File: config.mk
export PLATFORM = sky130hd
export DESIGN_NAME = recirculador_param_flat
export DESIGN_NICKNAME = d
export VERILOG_FILES = /design/src/rtl/recirculador_param_if.sv /design/src/rtl/recirculador_param.sv /design/src/flat_wrapper.sv
export SDC_FILE = /design/constraint.sdc
export NUM_CORES = 1
export LEC_CHECK = 0
export ABC_CLOCK_PERIOD_IN_PS = 6110
export BUFFER_PORTS_ARGS = -buffer_cell sky130_fd_sc_hd__buf_4
export CAP_MARGIN = 20
export CORE_UTILIZATION = 57
export CTS_BUF_LIST = sky130_fd_sc_hd__clkbuf_2 sky130_fd_sc_hd__clkbuf_4 sky130_fd_sc_hd__clkbuf_8
export CTS_CLUSTER_DIAMETER = 100
export DETAILED_ROUTE_END_ITERATION = 10
export GPL_TIMING_DRIVEN = 0
export PLACE_DENSITY_LB_ADDON = 0.3
export SLEW_MARGIN = 10
export SYNTH_ARGS = -nofsm -noshare
export SYNTH_HDL_FRONTEND = slang
export SYNTH_SLANG_ARGS = --single-unit
File: constraint.sdc
create_clock -name clk -period 6.11 [get_ports clk]
set_input_delay 0.611 -clock clk [delete_from_list [all_inputs] [get_ports clk]]
set_output_delay 0.611 -clock clk [all_outputs]
set_load 0.02 [all_outputs]
File: src/rtl/recirculador_param_if.sv
// Channel bundle for the recirculator: input words, both output paths,
// mode and the three word counters.
`timescale 1ns/1ps
interface recirculador_param_if #(
   parameter int DATA_W = 8,
   parameter int NCH    = 4,
   parameter int CNT_W  = 16
);
   logic [NCH*DATA_W-1:0] data_in;
   logic [NCH-1:0]        valid_in;
   logic                  selector_IDLE;
   logic [NCH-1:0]        fwd_full;
   logic [NCH*DATA_W-1:0] data_fwd;
   logic [NCH-1:0]        valid_fwd;
   logic [NCH*DATA_W-1:0] data_rec;
   logic [NCH-1:0]        valid_rec;
   logic [1:0]            mode_state;
   logic [CNT_W-1:0]      fwd_cnt;
   logic [CNT_W-1:0]      rec_cnt;
   logic [CNT_W-1:0]      div_cnt;

   modport master (
      output data_in, valid_in, selector_IDLE, fwd_full,
      input  data_fwd, valid_fwd, data_rec, valid_rec,
      input  mode_state, fwd_cnt, rec_cnt, div_cnt
   );

   modport slave (
      input  data_in, valid_in, selector_IDLE, fwd_full,
      output data_fwd, valid_fwd, data_rec, valid_rec,
      output mode_state, fwd_cnt, rec_cnt, div_cnt
   );
endinterface

File: src/rtl/recirculador_param.sv
// Multi-channel recirculate/forward router; mode changes only on quiet
// cycles, full forward lanes divert to the recirculation path.
`timescale 1ns/1ps
module recirculador_param #(
   parameter int DATA_W = 8,
   parameter int NCH    = 4,
   parameter int CNT_W  = 16
) (
   input  logic clk,
   input  logic reset_L,
   recirculador_param_if.slave bus
);
   localparam int PW = $clog2(NCH + 1);
   localparam int SW = ((CNT_W > PW) ? CNT_W : PW) + 1;

   typedef enum logic [1:0] {
      REC    = 2'd0,
      TO_FWD = 2'd1,
      FWD    = 2'd2,
      TO_REC = 2'd3
   } mode_t;

   mode_t state, stateNxt;
   logic quiet, recMode;
   logic [NCH-1:0] fwdHit, recHit, divHit;

   function automatic logic [PW-1:0] popCnt(input logic [NCH-1:0] v);
      logic [PW-1:0] c;
      c = '0;
      for (int i = 0; i < NCH; i++) c = c + PW'(v[i]);
      return c;
   endfunction

   function automatic logic [CNT_W-1:0] satAdd(
      input logic [CNT_W-1:0] a,
      input logic [PW-1:0]    b
   );
      logic [SW-1:0] s;
      s = SW'(a) + SW'(b);
      if (s > SW'({CNT_W{1'b1}})) return '1;
      return s[CNT_W-1:0];
   endfunction

   assign quiet = ~|bus.valid_in;

   always_comb begin
      stateNxt = state;
      unique case (state)
         REC:    if (!bus.selector_IDLE) stateNxt = quiet ? FWD : TO_FWD;
         TO_FWD: if (bus.selector_IDLE)  stateNxt = REC;
                 else if (quiet)         stateNxt = FWD;
         FWD:    if (bus.selector_IDLE)  stateNxt = quiet ? REC : TO_REC;
         TO_REC: if (!bus.selector_IDLE) stateNxt = FWD;
                 else if (quiet)         stateNxt = REC;
      endcase
   end

   always_ff @(posedge clk or negedge reset_L) begin
      if (!reset_L) state <= REC;
      else          state <= stateNxt;
   end

   // Routing follows the mode held before this edge, not stateNxt.
   assign recMode = (state == REC) || (state == TO_FWD);
   assign divHit  = recMode ? '0 : (bus.valid_in & bus.fwd_full);
   assign fwdHit  = recMode ? '0 : (bus.valid_in & ~bus.fwd_full);
   assign recHit  = recMode ? bus.valid_in : divHit;

   assign bus.mode_state = state;

   always_ff @(posedge clk or negedge reset_L) begin
      if (!reset_L) begin
         bus.valid_fwd <= '0;
         bus.valid_rec <= '0;
         bus.data_fwd  <= '0;
         bus.data_rec  <= '0;
      end else begin
         bus.valid_fwd <= fwdHit;
         bus.valid_rec <= recHit;
         for (int i = 0; i < NCH; i++) begin
            if (fwdHit[i])
               bus.data_fwd[i*DATA_W +: DATA_W] <= bus.data_in[i*DATA_W +: DATA_W];
            if (recHit[i])
               bus.data_rec[i*DATA_W +: DATA_W] <= bus.data_in[i*DATA_W +: DATA_W];
         end
      end
   end

   always_ff @(posedge clk or negedge reset_L) begin
      if (!reset_L) begin
         bus.fwd_cnt <= '0;
         bus.rec_cnt <= '0;
         bus.div_cnt <= '0;
      end else begin
         bus.fwd_cnt <= satAdd(bus.fwd_cnt, popCnt(fwdHit));
         bus.rec_cnt <= satAdd(bus.rec_cnt, popCnt(recHit));
         bus.div_cnt <= satAdd(bus.div_cnt, popCnt(divHit));
      end
   end
endmodule

File: src/flat_wrapper.sv
// flat-port wrapper written by rule: the top's interface ports become plain ports
module recirculador_param_flat 
#(
   parameter int DATA_W = 8,
   parameter int NCH    = 4,
   parameter int CNT_W  = 16
)
  (clk, reset_L, bus_data_in, bus_valid_in, bus_selector_IDLE, bus_fwd_full, bus_data_fwd, bus_valid_fwd, bus_data_rec, bus_valid_rec, bus_mode_state, bus_fwd_cnt, bus_rec_cnt, bus_div_cnt);
  recirculador_param_if #(.DATA_W(DATA_W), .NCH(NCH), .CNT_W(CNT_W)) bus_i ();
  input  logic clk;
  input  logic reset_L;
  input wire logic [$bits(bus_i.data_in)-1:0] bus_data_in;
  input wire logic [$bits(bus_i.valid_in)-1:0] bus_valid_in;
  input wire logic [$bits(bus_i.selector_IDLE)-1:0] bus_selector_IDLE;
  input wire logic [$bits(bus_i.fwd_full)-1:0] bus_fwd_full;
  output wire logic [$bits(bus_i.data_fwd)-1:0] bus_data_fwd;
  output wire logic [$bits(bus_i.valid_fwd)-1:0] bus_valid_fwd;
  output wire logic [$bits(bus_i.data_rec)-1:0] bus_data_rec;
  output wire logic [$bits(bus_i.valid_rec)-1:0] bus_valid_rec;
  output wire logic [$bits(bus_i.mode_state)-1:0] bus_mode_state;
  output wire logic [$bits(bus_i.fwd_cnt)-1:0] bus_fwd_cnt;
  output wire logic [$bits(bus_i.rec_cnt)-1:0] bus_rec_cnt;
  output wire logic [$bits(bus_i.div_cnt)-1:0] bus_div_cnt;
  assign bus_i.data_in = bus_data_in;
  assign bus_i.valid_in = bus_valid_in;
  assign bus_i.selector_IDLE = bus_selector_IDLE;
  assign bus_i.fwd_full = bus_fwd_full;
  assign bus_data_fwd = bus_i.data_fwd;
  assign bus_valid_fwd = bus_i.valid_fwd;
  assign bus_data_rec = bus_i.data_rec;
  assign bus_valid_rec = bus_i.valid_rec;
  assign bus_mode_state = bus_i.mode_state;
  assign bus_fwd_cnt = bus_i.fwd_cnt;
  assign bus_rec_cnt = bus_i.rec_cnt;
  assign bus_div_cnt = bus_i.div_cnt;
  recirculador_param #(.DATA_W(DATA_W), .NCH(NCH), .CNT_W(CNT_W)) u_core (.clk(clk), .reset_L(reset_L), .bus(bus_i));
endmodule
Word level (Yosys, flattened, before mapping)
Index checks and enable logic that the tools add are counted.

storage, ports and cells
  word-level logic and storage cells = 64
  bits of input ports = 43
  output and inout port bits = 122
  register bits = 122

operators by class
  multiplexer cells = 21
  reductions and logical operators = 4
  bitwise gates (word level) = 3
  $add $sub $neg = 12
  equal/unequal tests = 7
  $lt $le $gt $ge = 3

operators by type and width
  cell                                                  count
  2-to-1 mux 16 bit                                     6
  adder 16 x 3 -> 17 bit                                3
  > comparator 17 x 16 -> 1 bit, second input constant  3
  adder 3 x 1 -> 3 bit                                  6
  2-to-1 mux 2 bit                                      8
  2-to-1 mux 4 bit                                      3
  AND 4 bit                                             2
  case mux 2 bit (4 select lines)                       1
  adder 1 x 1 -> 2 bit                                  3
  inequality test 3 bit, second input constant          2
  == test 2 bit, second input constant                  2
  inequality test 2 bit, second input constant          2
  NOT 4 bit                                             1
  AND reduction 4 bit                                   1
  OR reduction 4 bit                                    1
  2-to-1 mux 1 bit                                      3
  == test 2 x 1 -> 1 bit, second input constant         1
  logical NOT 2 bit                                     1
  logical OR 1 bit                                      1

Depth between registers and ports, before layout
Gate-level depths: netlist of the first run.

  depth after elaboration = 11
  gate-level depth with buffers = 15
  mapped depth without buffers = 14

Worst setup path before layout of the first run
No wires, ideal clock.

  path kind = reg2reg
  start = register u_core.state[1] (netlist: u_core.bus.mode_state[1])
  end = register u_core.bus.fwd_cnt[11]
  clock period less this slack = 3.689 ns
  stages on the path, launching flop included = 16
  setup slack = 2.421 ns
  library setup time = 0.069 ns
  data required time = 6.041 ns
  arrival time = 3.620 ns
  buffers on the path = 2
  cell sequence = dfrtp_1 > clkbuf_1 > nand3b_1 > clkinv_1 > ha_1 > inv_1 > fa_1 > inv_1 > ha_1 > inv_1 > fa_1 > and2b_1 > o2111ai_4 > or3_4 > clkbuf_8 > nand3_1

on the way
  word-level cells in the longest chain between the ends = 10
  elaborated cells on any way between the ends = 11
  those cells by class = add/sub: 4; order compare: 1; eq/ne: 1; mux: 3; reduce/logical: 2

ends and longest elaborated chain
  what                                                                line                         text
  start: declaration                                                  recirculador_param.sv:23     mode_t state, stateNxt;
  start signal: assignment                                            recirculador_param.sv:60     else state <= stateNxt;
  == test 2 x 1 -> 1 bit / logical NOT 2 bit (equally long branches)  recirculador_param.sv:64     assign recMode = (state == REC) || (state == TO_FWD);
  logical OR 1 bit (*)                                                recirculador_param.sv:64
  2-to-1 mux 4 bit (*)                                                recirculador_param.sv:66     assign fwdHit = recMode ? '0 : (bus.valid_in & ~bus.fwd_full);
  via u_core.fwdHit[1]                                                recirculador_param.sv:25     logic [NCH-1:0] fwdHit, recHit, divHit;
  adder 1 x 1 -> 2 bit (*)                                            recirculador_param.sv:30     for (int i = 0; i < NCH; i++) c = c + PW'(v[i]);
  adder 3 x 1 -> 3 bit (*) (2 in a row)                               recirculador_param.sv:30
  adder 16 x 3 -> 17 bit (*)                                          recirculador_param.sv:39     s = SW'(a) + SW'(b);
  > comparator 17 x 16 -> 1 bit                                       recirculador_param.sv:40     if (s > SW'({CNT_W{1'b1}})) return '1;
  2-to-1 mux 1 bit                                                    recirculador_param.sv:40
  2-to-1 mux 16 bit (*)                                               recirculador_param.sv:41     return s[CNT_W-1:0];
  end signal: assignment                                              recirculador_param.sv:95     bus.fwd_cnt <= satAdd(bus.fwd_cnt, popCnt(fwdHit));
  end: declaration                                                    recirculador_param_if.sv:31  output mode_state, fwd_cnt, rec_cnt, div_cnt

The timed path passes the listed nets; every way through them passes the cells marked *.
A chain may end at the register's enable or synchronous reset.

Final worst setup path of the first run
  start = register u_core.state[1] (netlist: u_core.bus.mode_state[1])
  end = register u_core.bus.fwd_cnt[6]

Same word-level chain as after synthesis.

==> qor.txt, run 1 <==
Sequential group share of total power -> 40.1%
Relative slew slack -> 57.13%
Diode count -> 0
RSZ-0062 raised after global routing -> no
Post-synthesis cell count -> 500
Place WS -> 1.821 ns
# port buffers -> 164
HPWL Detailed -> 9.329 mm
Finish-stage setup viols -> 0
Critical path fanouts, max -> 10
Worst Setup Start Kind -> flop
CTS Buf Count -> 17
Minimum clock period -> 4.212 ns
Top-area cell type share of the netlist area -> 55.91%
Maximum vdd drop -> 0.2508 mV
Nets -> 748
Routed len/inst -> 15.81 um
Fin. Hold Viols -> 0
Die height -> 99.88 um
Grt ovf -> 0
CTS tree -> yes
Vias in the first global route -> 4377
Total GRT Usage -> 27.64%
Yosys reg bits -> 122
Power density cells -> 390.9 nW/um^2
Num rows -> 35
P_int -> 1783 uW
Leading area contributor after synthesis -> dfrtp_1
Post-synth EDFFs -> 0
Switching share of power -> 37.38%
Static leakage -> 0.003752 uW
Largest net degree at the start of global routing -> 64
Starting Density -> 59.09%
Final period utilization -> 68.94%
Synth async-reset ratio -> 100.0%
Syn Nets -> 564
Worst Hold Class -> in2async
Highest Clock Rate -> 0.2374 GHz
First-pass GRT wire length -> 21.05 mm
Syn_area_per_cell -> 10.92 um^2
Net Switching -> 1064 uW
Hold Buf Count CTS -> 0
Max H-tree Level -> 4
Slew Limit Fails -> 0
Setup tns final -> 0 ns
Io pins -> 165
Fillers -> 574
Initial antenna violation count -> 0
Least-Margin Pin Slew -> 0.6429 ns
WP data arrival -> 4.57 ns
Commonest non-fill, non-tap cells in the layout -> buf_4, nand2_1, dfrtp_1, mux2_2, inv_1
Commonest non-fill, non-tap cell in the layout -> buf_4
Post-synth cell types -> 46
Critical path class -> reg2reg
Status -> completed
Via count -> 4389
Vias per cell -> 5.314
Setup crit end kind -> flop
Setup Skew -> 0.009685 ns
Final Wtd Congestion -> 0.7897
DR pass1 iterations -> 5
Area Growth Syn to Fin -> 33.39%
PnR worst setup slack -> 1.898 ns
Post-synthesis sequential area ratio -> 55.91%
Max-cap viol count -> 0
Clk_lat worst skew -> 0.43 ns
Antenna Nets Post-Route -> 0
Ys Warns -> 0
Reg2reg end -> u_core.bus.fwd_cnt[6]
Final WL -> 13.06 mm
CTS resizes -> 0
Ys flop type -> dfrtp_1
R2r setup slk -> 1.90 ns
1st-iter DRT viols -> 128
Clock share of power -> 25.2%
Die Area -> 9975 um^2
Mapped Area -> 5460 um^2
Comb pwr share -> 34.7%
Share of post-route cells with drive strength above 1 -> 35.44%
Depth of the most critical reg-to-reg path -> 15
Die X -> 99.88 um
Post-CTS Setup Repair Bufs -> 0
CTS max path bufs -> 2
CTS Sinks -> 122
Root buffer cell -> clkbuf_8
DRC violations left -> 0
R2r startpoint -> u_core.bus.mode_state[1]
Clk slew on worst S/H paths -> 0.08 ns
Ranking of synthesized cells by area -> dfrtp_1, nand2_1, mux2_2, ha_1, fa_1
Core area -> 9240 um^2
Required @ worst endpoint -> 6.47 ns
routing by layer:
metal | share of wire (%) | global-route usage, % | wire length [um] | vias up
met4 | 2.1 | 11.20 | 269 | 0
met5 | 0 | 0 | 0 | -
li1 | - | - | - | 2056
met1 | 40 | 32.86 | 5203 | 2149
met3 | 6.4 | 7.799 | 842 | 24
met2 | 52 | 47.48 | 6748 | 160
logic make-up after synthesis:
kind of cell / Yosys count / share of synthesized area (%)
multiplexers: 39 / 8.043
AO/OA/AOI/OAI: 49 / 6.371
adder cells (fa/ha/maj): 21 / 5.637
flip-flops: 122 / 55.91
AND/OR/NAND/NOR: 209 / 17.42
XOR/XNOR: 25 / 4.010
buffers and inverters: 35 / 2.612
stage by stage:
stage	instances	area, um^2	hold slack, ns	power (uW)	util [%]
after floorplan	500	5460	0.3154	1685	-
after global placement	793	6853	0.4605	2087	74.16
after detailed placement	794	6884	0.4631	2135	74.50
after CTS	826	7283	0.1597	2869	78.82
after global routing	826	7283	0.1815	3011	78.82
final	826	7283	0.1364	2847	78.82
synthesized netlist by cell type (4+ instances only):
cell type  count
nand2_1      140
dfrtp_1      122
mux2_2        39
inv_1         26
ha_1          15
nand3_1       13
xnor2_1       13
o21ai_0       12
xor2_1        12
a21oi_1       10
nand4_1        9
and3_1         7
fa_1           6
nand3b_1       6
nor2_1         6
nor2b_1        6
o211ai_1       6
a211oi_1       5
clkinv_1       4
o21ai_2        4
flip-flops by register name, indices dropped and copies added, names as in the netlist:
signal                 cells
u_core.bus.data_fwd       32
u_core.bus.data_rec       32
u_core.bus.div_cnt        16
u_core.bus.fwd_cnt        16
u_core.bus.mode_state      2
u_core.bus.rec_cnt        16
u_core.bus.valid_fwd       4
u_core.bus.valid_rec       4
critical path: stages (launching register included):
cell and delay, ns:
dfrtp_1 0.40, clkbuf_1 0.23, nand3b_1 0.37, clkinv_1 0.42, ha_1 0.41, inv_1 0.05, fa_1 0.43, inv_1 0.07
ha_1 0.18, inv_1 0.06, fa_1 0.36, and2b_1 0.34, o2111ai_4 0.17, or3_4 0.44, clkbuf_8 0.18, nand2_1 0.07
power groups by stage:
stage	Sequential (uW)	Clock [uW]	Combinational, uW
floorplan	1350	0	337
global placement	1140	0	949
detailed placement	1150	0	984
CTS	1140	730	1000
global route	1160	767	1080
finish	1140	718	987
cell type report:
type	instances	area [um^2]	share of cell area, %
plain buffers	5	30.03	0.4123
clock buffers	17	234.0	3.212
clock inverters	15	165.2	2.268
inverters	30	112.6	1.546
multi-input cells	343	2265	31.09
flip-flops and latches	122	3053	41.92
well taps	129	161.4	2.216
repair buffers	165	1262	17.33
worst max path at each step:
stage / slack [ns] / startpoint / to
floorplan: 2.42 / u_core.bus.mode_state[1] / u_core.bus.fwd_cnt[11]
global placement: 1.83 / bus_valid_in[1] / u_core.bus.fwd_cnt[11]
detailed placement: 1.82 / bus_valid_in[1] / u_core.bus.fwd_cnt[10]
CTS: 1.90 / u_core.bus.mode_state[1] / u_core.bus.fwd_cnt[10]
global route: 1.61 / u_core.bus.mode_state[1] / u_core.bus.fwd_cnt[6]
finish: 1.90 / u_core.bus.mode_state[1] / u_core.bus.fwd_cnt[6]
No activity file was read; power rests on OpenSTA's default activity.
==> run 2, diff against run 1 <==
--- a/config.mk
+++ b/config.mk
@@ -5,10 +5,11 @@
 export SDC_FILE = /design/constraint.sdc
 export NUM_CORES = 1
 export LEC_CHECK = 0
-export ABC_CLOCK_PERIOD_IN_PS = 6110
+export ABC_AREA = 1
+export ABC_CLOCK_PERIOD_IN_PS = 3500
 export BUFFER_PORTS_ARGS = -buffer_cell sky130_fd_sc_hd__buf_4
 export CAP_MARGIN = 20
-export CORE_UTILIZATION = 57
+export CORE_UTILIZATION = 49
 export CTS_BUF_LIST = sky130_fd_sc_hd__clkbuf_2 sky130_fd_sc_hd__clkbuf_4 sky130_fd_sc_hd__clkbuf_8
 export CTS_CLUSTER_DIAMETER = 100
 export DETAILED_ROUTE_END_ITERATION = 10
==> constraint.sdc (replaced) <==
create_clock -name clk -period 3.5 [get_ports clk]
set_input_delay 0.35 -clock clk [delete_from_list [all_inputs] [get_ports clk]]
set_output_delay 0.35 -clock clk [all_outputs]
set_load 0.02 [all_outputs]
==> run 2 against run 1 <==
Net effect: the flow now finishes with violations (design-rule violations); sequential cell count unchanged; final cell count up 26%; global-route usage down 3.7 points; critical path depth up 5; critical path type unchanged; critical endpoint is now u_core.bus.rec_cnt[8]; die area up 26%; wire length up 10%; area after synthesis up 9.0%; cell area up 8.1%; first-iteration DRC count rose to 2.5 times the previous value.
==> qor.txt, run 2 <==
Status -> complete, but fails checks (was completed)
Failing checks -> design-rule violations
HPWL Detailed -> 10.87 mm (was 9.329 mm)
Dominant cell by count in the synthesized netlist -> nand2_1 (unchanged)
Max H-tree Level -> 4 (unchanged)
Slew Limit Fails -> 0 (unchanged)
R2r startpoint -> u_core.bus.mode_state[1] (unchanged)
Reg area -> 3053 um^2 (unchanged)
WP data arrival -> 3.68 ns (was 4.57 ns)
Commonest non-fill, non-tap cells in the layout -> nand2_1, buf_4, dfrtp_1, inv_1, o21ai_0 (was buf_4, nand2_1, dfrtp_1, mux2_2, inv_1)
CTS Buf Count -> 17 (unchanged)
Largest net degree at the start of global routing -> 66 (was 64)
Commonest non-fill, non-tap cell in the layout -> nand2_1 (was buf_4)
Stages on worst setup path -> 20 (was 15)
Met3 GRT Util -> 7.991% (was 7.799%)
Syn_area_per_cell -> 8.573 um^2 (was 10.92 um^2)
Met2 Usage GRT -> 39.88% (was 47.48%)
Die X -> 112.2 um (was 99.88 um)
Worst Setup Start Kind -> flop (unchanged)
Diode count -> 0 (unchanged)
Nets -> 946 (was 748)
Antenna Nets Post-Route -> 0 (unchanged)
DRC violations left -> 6 (was 0)
Final Wtd Congestion -> 0.8596 (was 0.7897)
DR pass1 iterations -> 8 (was 5)
Highest Clock Rate -> 0.3031 GHz (was 0.2374 GHz)
Worst Hold Class -> in2reg (was in2async)
Most used cell, CP -> inv_1 (unchanged)
Post-synthesis cell count -> 694 (was 500)
CP Cell Sequence -> buf_6 > nand2_2 > nand2_4 > clkbuf_8 > inv_1 > ha_1 > inv_1 > fa_1 > inv_1 > ha_2 > inv_1 > fa_1 > inv_1 > nand3_1 > nand2_2 > nand3_2 > nor2_4 > nand2_2 > buf_6 > nand2_1 (was clkbuf_1 > nand3b_1 > clkinv_1 > ha_1 > inv_1 > fa_1 > inv_1 > ha_1 > inv_1 > fa_1 > and2b_1 > o2111ai_4 > or3_4 > clkbuf_8 > nand2_1)
Grt ovf -> 0 (unchanged)
Maximum vdd drop -> 0.4515 mV (was 0.2508 mV)
Setup tns final -> 0 ns (unchanged)
Power density cells -> 640.2 nW/um^2 (was 390.9 nW/um^2)
Syn Nets -> 758 (was 564)
Post-synthesis sequential area ratio -> 51.31% (was 55.91%)
Busiest grt layer -> met2 (unchanged)
Yosys reg bits -> 122 (unchanged)
Final core occ -> 67.81% (was 78.82%)
CTS Sinks -> 122 (unchanged)
Post-synth EDFFs -> 0 (unchanged)
Final WL -> 14.37 mm (was 13.06 mm)
Io pins -> 165 (unchanged)
Critical path's slowest cell -> fa_1 (was or3_4)
First-pass GRT wire length -> 23.49 mm (was 21.05 mm)
Post-synth cell types -> 26 (was 46)
1st-iter DRT viols -> 323 (was 128)
Synth cell count leaders -> nand2_1, dfrtp_1, inv_1 (was nand2_1, dfrtp_1, mux2_2)
Final period utilization -> 94.25% (was 68.94%)
Dpl cells -> 1002 (was 794)
Hold_ws -> 0.1203 ns (was 0.1364 ns)
Top delay family on crit path -> adder cells (unchanged)
Minimum clock period -> 3.299 ns (was 4.212 ns)
Mapped Area -> 5949 um^2 (was 5460 um^2)
Total GRT Usage -> 23.91% (was 27.64%)
Critical path class -> reg2reg (unchanged)
Core area -> 11610 um^2 (was 9240 um^2)
Top Registers -> u_core.bus.data_fwd (32), u_core.bus.data_rec (32) (unchanged)
# port buffers -> 164 (unchanged)
Static leakage -> 0.004280 uW (was 0.003752 uW)
Initial antenna violation count -> 0 (unchanged)
Leading area contributor after synthesis -> dfrtp_1 (unchanged)
CTS max path bufs -> 2 (unchanged)
Setup crit end kind -> flop (unchanged)
Share of post-route cells with drive strength above 1 -> 29.27% (was 35.44%)
Area Growth Syn to Fin -> 32.37% (was 33.39%)
Root buffer cell -> clkbuf_8 (unchanged)
Clk slew on worst S/H paths -> 0.07 ns (was 0.08 ns)
Vias in the first global route -> 4990 (was 4377)
Depth of the most critical reg-to-reg path -> 20 (was 15)
Clk_lat worst skew -> 0.44 ns (was 0.43 ns)
Synth async-reset ratio -> 100.0% (unchanged)
Hold Path Sink -> u_core.bus.mode_state[1]
Setup Skew -> 0.009927 ns (was 0.009685 ns)
WP buf/inv -> 8 (was 6)
Required @ worst endpoint -> 3.88 ns (was 6.47 ns)
Finish-stage setup viols -> 0 (unchanged)
Fillers -> 945 (was 574)
Area of the multi-input gates -> 2394 um^2 (was 2265 um^2)
Vias per cell -> 4.968 (was 5.314)
Reg2reg end -> u_core.bus.rec_cnt[8] (was u_core.bus.fwd_cnt[6])
Max-cap viol count -> 0 (unchanged)
HP Start -> bus_selector_IDLE
Hold Path Depth -> 2
Largest stage delay, worst path -> 0.42 ns (was 0.44 ns)
Ys flop type -> dfrtp_1 (unchanged)
Fin. Hold Viols -> 0 (unchanged)
Post-Layout Cell Count -> 1038 (was 826)
Ys Warns -> 0 (unchanged)
Starting Density -> 51.23% (was 59.09%)
R2r setup slk -> 0.20 ns (was 1.90 ns)
Critical path fanouts, max -> 10 (unchanged)
Die height -> 112.2 um (was 99.88 um)
Ranking of synthesized cells by area -> dfrtp_1, nand2_1, inv_1, o21ai_0, nand3_1 (was dfrtp_1, nand2_1, mux2_2, ha_1, fa_1)
Via count -> 5157 (was 4389)
Die Area -> 12590 um^2 (was 9975 um^2)
Least-Margin Pin Slew -> 0.5476 ns (was 0.6429 ns)
Routed len/inst -> 13.84 um (was 15.81 um)
CTS tree -> yes (unchanged)
Top-area cell type share of the netlist area -> 51.31% (was 55.91%)
Relative slew slack -> 63.49% (was 57.13%)
Met1 usage -> 28.92% (was 32.86%)
Num rows -> 39 (was 35)
==> run 2: changes by cell type in the layout (fill, tap and decap cells not counted), moves of 28 or more <==
cell     change
o21ai_0     +37
inv_1       +85
nor2_1      +28
mux2_2      -39
nand3_1     +30
nand2_1     +70
==> run 2: power by group <==
part / total (uW) / switching (uW) / internal [uW]
registers: 1970 / 247 / 1730
clock network: 1290 / 573 / 714
logic: 1780 / 1030 / 750
total: 5040 / 1850 / 3190
==> run 2: layer usage <==
layer,vias up,part of all wire (%)
li1,2532,-
met1,2460,42
met2,144,50
met3,21,6.2
met4,0,2.1
met5,-,0
==> run 2: final cells by class <==
cell class	instances	area share [%]
plain buffers	11	1.350
clock buffers	22	3.765
clock inverters	10	1.478
inverters	114	5.434
multi-input cells	446	30.39
flip-flops and latches	122	38.77
well taps	143	2.272
repair buffers	170	16.54
==> run 2: what timing repair did <==
action	in CTS	in global routing
hold buffers	1	0
pin swaps	0	2
resized for setup	6	4
endpoints found under the setup margin	16	16
setup buffers	0	4
endpoints found under the hold margin	57	0
==> run 2: worst max path at each step <==
| stage | slack [ns] | start | to |
|---|---|---|---|
| after floorplan | 0.16 | u_core.bus.mode_state[1] | u_core.bus.rec_cnt[5] |
| after global placement | -0.27 | bus_fwd_full[1] | u_core.bus.rec_cnt[8] |
| after detailed placement | -0.41 | bus_fwd_full[1] | u_core.bus.rec_cnt[6] |
| after CTS | 0.01 | u_core.bus.mode_state[1] | u_core.bus.rec_cnt[8] |
| after global routing | -0.0006 | u_core.bus.mode_state[1] | u_core.bus.rec_cnt[7] |
| final | 0.20 | u_core.bus.mode_state[1] | u_core.bus.rec_cnt[8] |
==> run 2: worst reg2reg max path, delay by kind of cell (launching register included) <==
family,cells,cell delay [ns]
buffers and inverters,8,0.81
adder cells (fa/ha/maj),4,1.30
flip-flops,1,0.37
AND/OR/NAND/NOR,8,0.76
==> run 2: metrics by stage <==
stage / setup WS (ns) / cell area (um^2) / power (uW)
6_report: 0.2012 / 7875 / 5042
5_1_grt: -0.0006035 / 7875 / 5314
4_1_cts: 0.009858 / 7830 / 5063
3_5_place_dp: -0.4128 / 7391 / 3769
3_3_place_gp: -0.2664 / 7360 / 3698
2_1_floorplan: 0.1613 / 5949 / 2979
==> run 2: kinds of logic after synthesis <==
logic type	count (synthesis)	synth area share, %
AO/OA/AOI/OAI	71	7.108
XOR/XNOR	22	3.239
adder cells (fa/ha/maj)	21	5.174
buffers and inverters	126	8.875
flip-flops	122	51.31
AND/OR/NAND/NOR	332	24.29
==> run 3, diff against run 2 <==
--- a/config.mk
+++ b/config.mk
@@ -6,16 +6,15 @@
 export NUM_CORES = 1
 export LEC_CHECK = 0
 export ABC_AREA = 1
-export ABC_CLOCK_PERIOD_IN_PS = 3500
 export BUFFER_PORTS_ARGS = -buffer_cell sky130_fd_sc_hd__buf_4
 export CAP_MARGIN = 20
-export CORE_UTILIZATION = 49
+export CORE_UTILIZATION = 54
 export CTS_BUF_LIST = sky130_fd_sc_hd__clkbuf_2 sky130_fd_sc_hd__clkbuf_4 sky130_fd_sc_hd__clkbuf_8
 export CTS_CLUSTER_DIAMETER = 100
 export DETAILED_ROUTE_END_ITERATION = 10
 export GPL_TIMING_DRIVEN = 0
 export PLACE_DENSITY_LB_ADDON = 0.3
-export SLEW_MARGIN = 10
+export SLEW_MARGIN = 20
 export SYNTH_ARGS = -nofsm -noshare
 export SYNTH_HDL_FRONTEND = slang
 export SYNTH_SLANG_ARGS = --single-unit
==> constraint.sdc (replaced) <==
create_clock -name clk -period 3.75 [get_ports clk]
set_input_delay 0.375 -clock clk [delete_from_list [all_inputs] [get_ports clk]]
set_output_delay 0.375 -clock clk [all_outputs]
set_load 0.02 [all_outputs]
==> run 3 against run 2 <==
Net effect: the flow now finishes without violations; die area shrank 9.1%; non-clock buffer count down 5; combinational power shrank 7%; cell area down 1.1%; sequential power fell by 6%; clock power decreased by 9%; core utilization up 6.3 points; register-to-register slack better by 0.08 ns; setup slack better by 0.077 ns; global-route usage up 3.6 points; wire length is 3.3% higher; hold slack better by 0.018 ns; highest routed layer unchanged.
==> qor.txt, run 3 (synthesized netlist as in run 2, its figures left out) <==
Required @ worst endpoint -> 4.12 ns (was 3.88 ns)
Clk slew on worst S/H paths -> 0.07 ns (about the same)
Slew Limit Fails -> 0 (unchanged)
Top sig layer -> met4 (unchanged)
Critical path fanouts, max -> 17 (was 10)
R2r setup slk -> 0.28 ns (was 0.20 ns)
Commonest non-fill, non-tap cells in the layout -> nand2_1, buf_4, dfrtp_1, inv_1, o21ai_0 (unchanged)
Root buffer cell -> clkbuf_8 (unchanged)
Reg2reg end -> u_core.bus.rec_cnt[11] (was u_core.bus.rec_cnt[8])
Hold Path Depth -> 2 (unchanged)
Dpl cells -> 995 (was 1002)
Final Wtd Congestion -> 0.8794 (was 0.8596)
CTS Sinks -> 122 (unchanged)
HPWL Detailed -> 11.04 mm (was 10.87 mm)
R2r startpoint -> u_core.bus.mode_state[1] (unchanged)
Final WL -> 14.84 mm (was 14.37 mm)
Worst Setup Start Kind -> flop (unchanged)
Worst Setup SP -> u_core.bus.mode_state[1] (unchanged)
Critical path class -> reg2reg (unchanged)
Fillers -> 771 (was 945)
Antenna Nets Post-Route -> 0 (unchanged)
Met3 wire len -> 929 um (was 894 um)
Max-cap viol count -> 0 (unchanged)
Clk_lat worst skew -> 0.45 ns (was 0.44 ns)
Reg area -> 3053 um^2 (unchanged)
RSZ-0062 raised after global routing -> no
Grt ovf -> 0 (unchanged)
First-pass GRT wire length -> 24.15 mm (was 23.49 mm)
Critical path's slowest cell -> fa_1 (unchanged)
Final period utilization -> 92.58% (was 94.25%)
Post-CTS Setup Repair Bufs -> 0 (unchanged)
CTS max path bufs -> 2 (unchanged)
Die height -> 107.0 um (was 112.2 um)
Most used cell, CP -> inv_1 (unchanged)
Vias per cell -> 5.137 (was 4.968)
Max H-tree Level -> 4 (unchanged)
Fin. Hold Viols -> 0 (unchanged)
Starting Density -> 56.61% (was 51.23%)
1st-iter DRT viols -> 257 (was 323)
Vias in the first global route -> 5268 (was 4990)
Via count -> 5271 (was 5157)
Post-Layout Cell Count -> 1026 (was 1038)
Total GRT Usage -> 27.53% (was 23.91%)
Area of the multi-input gates -> 2374 um^2 (was 2394 um^2)
Final core occ -> 74.10% (was 67.81%)
Power density cells -> 600.8 nW/um^2 (was 640.2 nW/um^2)
Top Registers -> u_core.bus.data_fwd (32), u_core.bus.data_rec (32) (unchanged)
Setup crit end kind -> flop (unchanged)
Detail Route met2 WL -> 7.682 mm (was 7.154 mm)
Routed len/inst -> 14.46 um (was 13.84 um)
Minimum clock period -> 3.472 ns (was 3.299 ns)
Least-Margin Pin Slew -> 0.4908 ns (was 0.5476 ns)
Die X -> 107.0 um (was 112.2 um)
Maximum vdd drop -> 0.4924 mV (was 0.4515 mV)
Num rows -> 37 (was 39)
Share of post-route cells with drive strength above 1 -> 28.65% (was 29.27%)
Diode count -> 0 (unchanged)
DRC violations left -> 0 (was 6)
CTS tree -> yes (unchanged)
Largest net degree at the start of global routing -> 72 (was 66)
Highest Clock Rate -> 0.2881 GHz (was 0.3031 GHz)
Relative slew slack -> 67.28% (was 63.49%)
Commonest non-fill, non-tap cell in the layout -> nand2_1 (unchanged)
CTS Buf Count -> 17 (unchanged)
WL met1 -> 5.730 mm (was 6.016 mm)
WP data arrival -> 3.85 ns (was 3.68 ns)
Status -> completed (was complete, but fails checks)
Largest stage delay, worst path -> 0.41 ns (was 0.42 ns)
Core area -> 10510 um^2 (was 11610 um^2)
Die Area -> 11440 um^2 (was 12590 um^2)
Nets -> 941 (was 946)
Io pins -> 165 (unchanged)
Worst Hold Class -> in2reg (unchanged)
Area Growth Syn to Fin -> 30.89% (was 32.37%)
Static leakage -> 0.004244 uW (was 0.004280 uW)
Initial antenna violation count -> 0 (unchanged)
Finish-stage setup viols -> 0 (unchanged)
DR pass1 iterations -> 5 (was 8)
CP endpoint -> u_core.bus.rec_cnt[11] (was u_core.bus.rec_cnt[8])
CP Cell Sequence -> buf_6 > nand2_1 > nand2_2 > inv_1 > ha_1 > inv_1 > fa_1 > inv_1 > ha_1 > inv_1 > fa_1 > inv_1 > nand3_1 > nand2_2 > nand3_2 > nor2_2 > nand2_2 > buf_6 > nand3_2 (was buf_6 > nand2_2 > nand2_4 > clkbuf_8 > inv_1 > ha_1 > inv_1 > fa_1 > inv_1 > ha_2 > inv_1 > fa_1 > inv_1 > nand3_1 > nand2_2 > nand3_2 > nor2_4 > nand2_2 > buf_6 > nand2_1)
# port buffers -> 164 (unchanged)
Depth of the most critical reg-to-reg path -> 19 (was 20)
Setup Skew -> 0.008555 ns (was 0.009927 ns)
==> run 3: changes by cell type in the layout (fill, tap and decap cells not counted) <==
cell,before,now
clkbuf_8,22,19
nor2_2,4,5
ha_2,1,0
nand2_4,2,0
clkinv_2,2,3
clkbuf_4,1,2
ha_1,14,15
nand2_2,12,13
nand2_1,210,211
nor2_4,4,3
buf_4,169,165
==> run 3: routing by layer <==
layer / global-route usage (%) / up-vias
met4: 14.09 / 0
met5: 0 / -
met3: 8.571 / 44
met2: 47.51 / 207
li1: - / 2515
met1: 30.53 / 2505
==> run 3: report_power, final <==
group          internal, uW  switching, uW  leakage (uW)
Sequential             1610            242       0.00151
Clock                   636            537      0.000191
Combinational           685            966       0.00254
Total                  2930           1740       0.00424
==> run 3: layout make-up <==
| cell class | instances | share of cell area [%] |
|---|---|---|
| plain buffers | 10 | 1.189 |
| clock buffers | 21 | 3.551 |
| clock inverters | 11 | 1.558 |
| inverters | 114 | 5.495 |
| multi-input cells | 446 | 30.48 |
| flip-flops and latches | 122 | 39.20 |
| well taps | 136 | 2.185 |
| repair buffers | 166 | 16.34 |
==> run 3: repair_timing <==
| item | 4_1_cts | 5_1_grt |
|---|---|---|
| hold buffers | 1 | 0 |
| hold endpoints to repair | 51 | 0 |
| gates resized for setup | 1 | 2 |
| setup endpoints to repair | 13 | 16 |
| pin swaps | 0 | 0 |
==> run 3: worst max-delay path: cells and delay by family (launching register included) <==
kind	cells	cell delay (ns)
buf+inv	7	0.74
flops	1	0.37
fa+ha+maj	4	1.31
simple gates	8	0.96
==> run 3: worst min-delay path by stage <==
stage / from / end / slack, ns
after CTS: bus_selector_IDLE / u_core.bus.mode_state[1] / 0.11
after global placement: u_core.bus.data_rec[15] / u_core.bus.data_rec[15] / 0.47
final: bus_selector_IDLE / u_core.bus.mode_state[1] / 0.14
after floorplan: reset_L / u_core.bus.data_fwd[0] / 0.08
after detailed placement: reset_L / u_core.bus.fwd_cnt[9] / 0.36
after global routing: bus_selector_IDLE / u_core.bus.mode_state[1] / 0.15
==> run 3: stage by stage <==
| stage | instance area [um^2] | total power [uW] | setup slack (ns) | setup TNS (ns) | hold WS, ns |
|---|---|---|---|---|---|
| 6_report | 7787 | 4679 | 0.2784 | 0 | 0.1387 |
| 5_1_grt | 7787 | 4932 | 0.01554 | 0 | 0.1464 |
| 4_1_cts | 7787 | 4704 | 0.05835 | 0 | 0.1145 |
| 3_5_place_dp | 7382 | 3525 | -0.1209 | -1.298 | 0.3606 |
| 3_3_place_gp | 7351 | 3445 | -0.002611 | -0.006974 | 0.4692 |
| 2_1_floorplan | 5949 | 2780 | 0.4113 | 0 | 0.07941 |
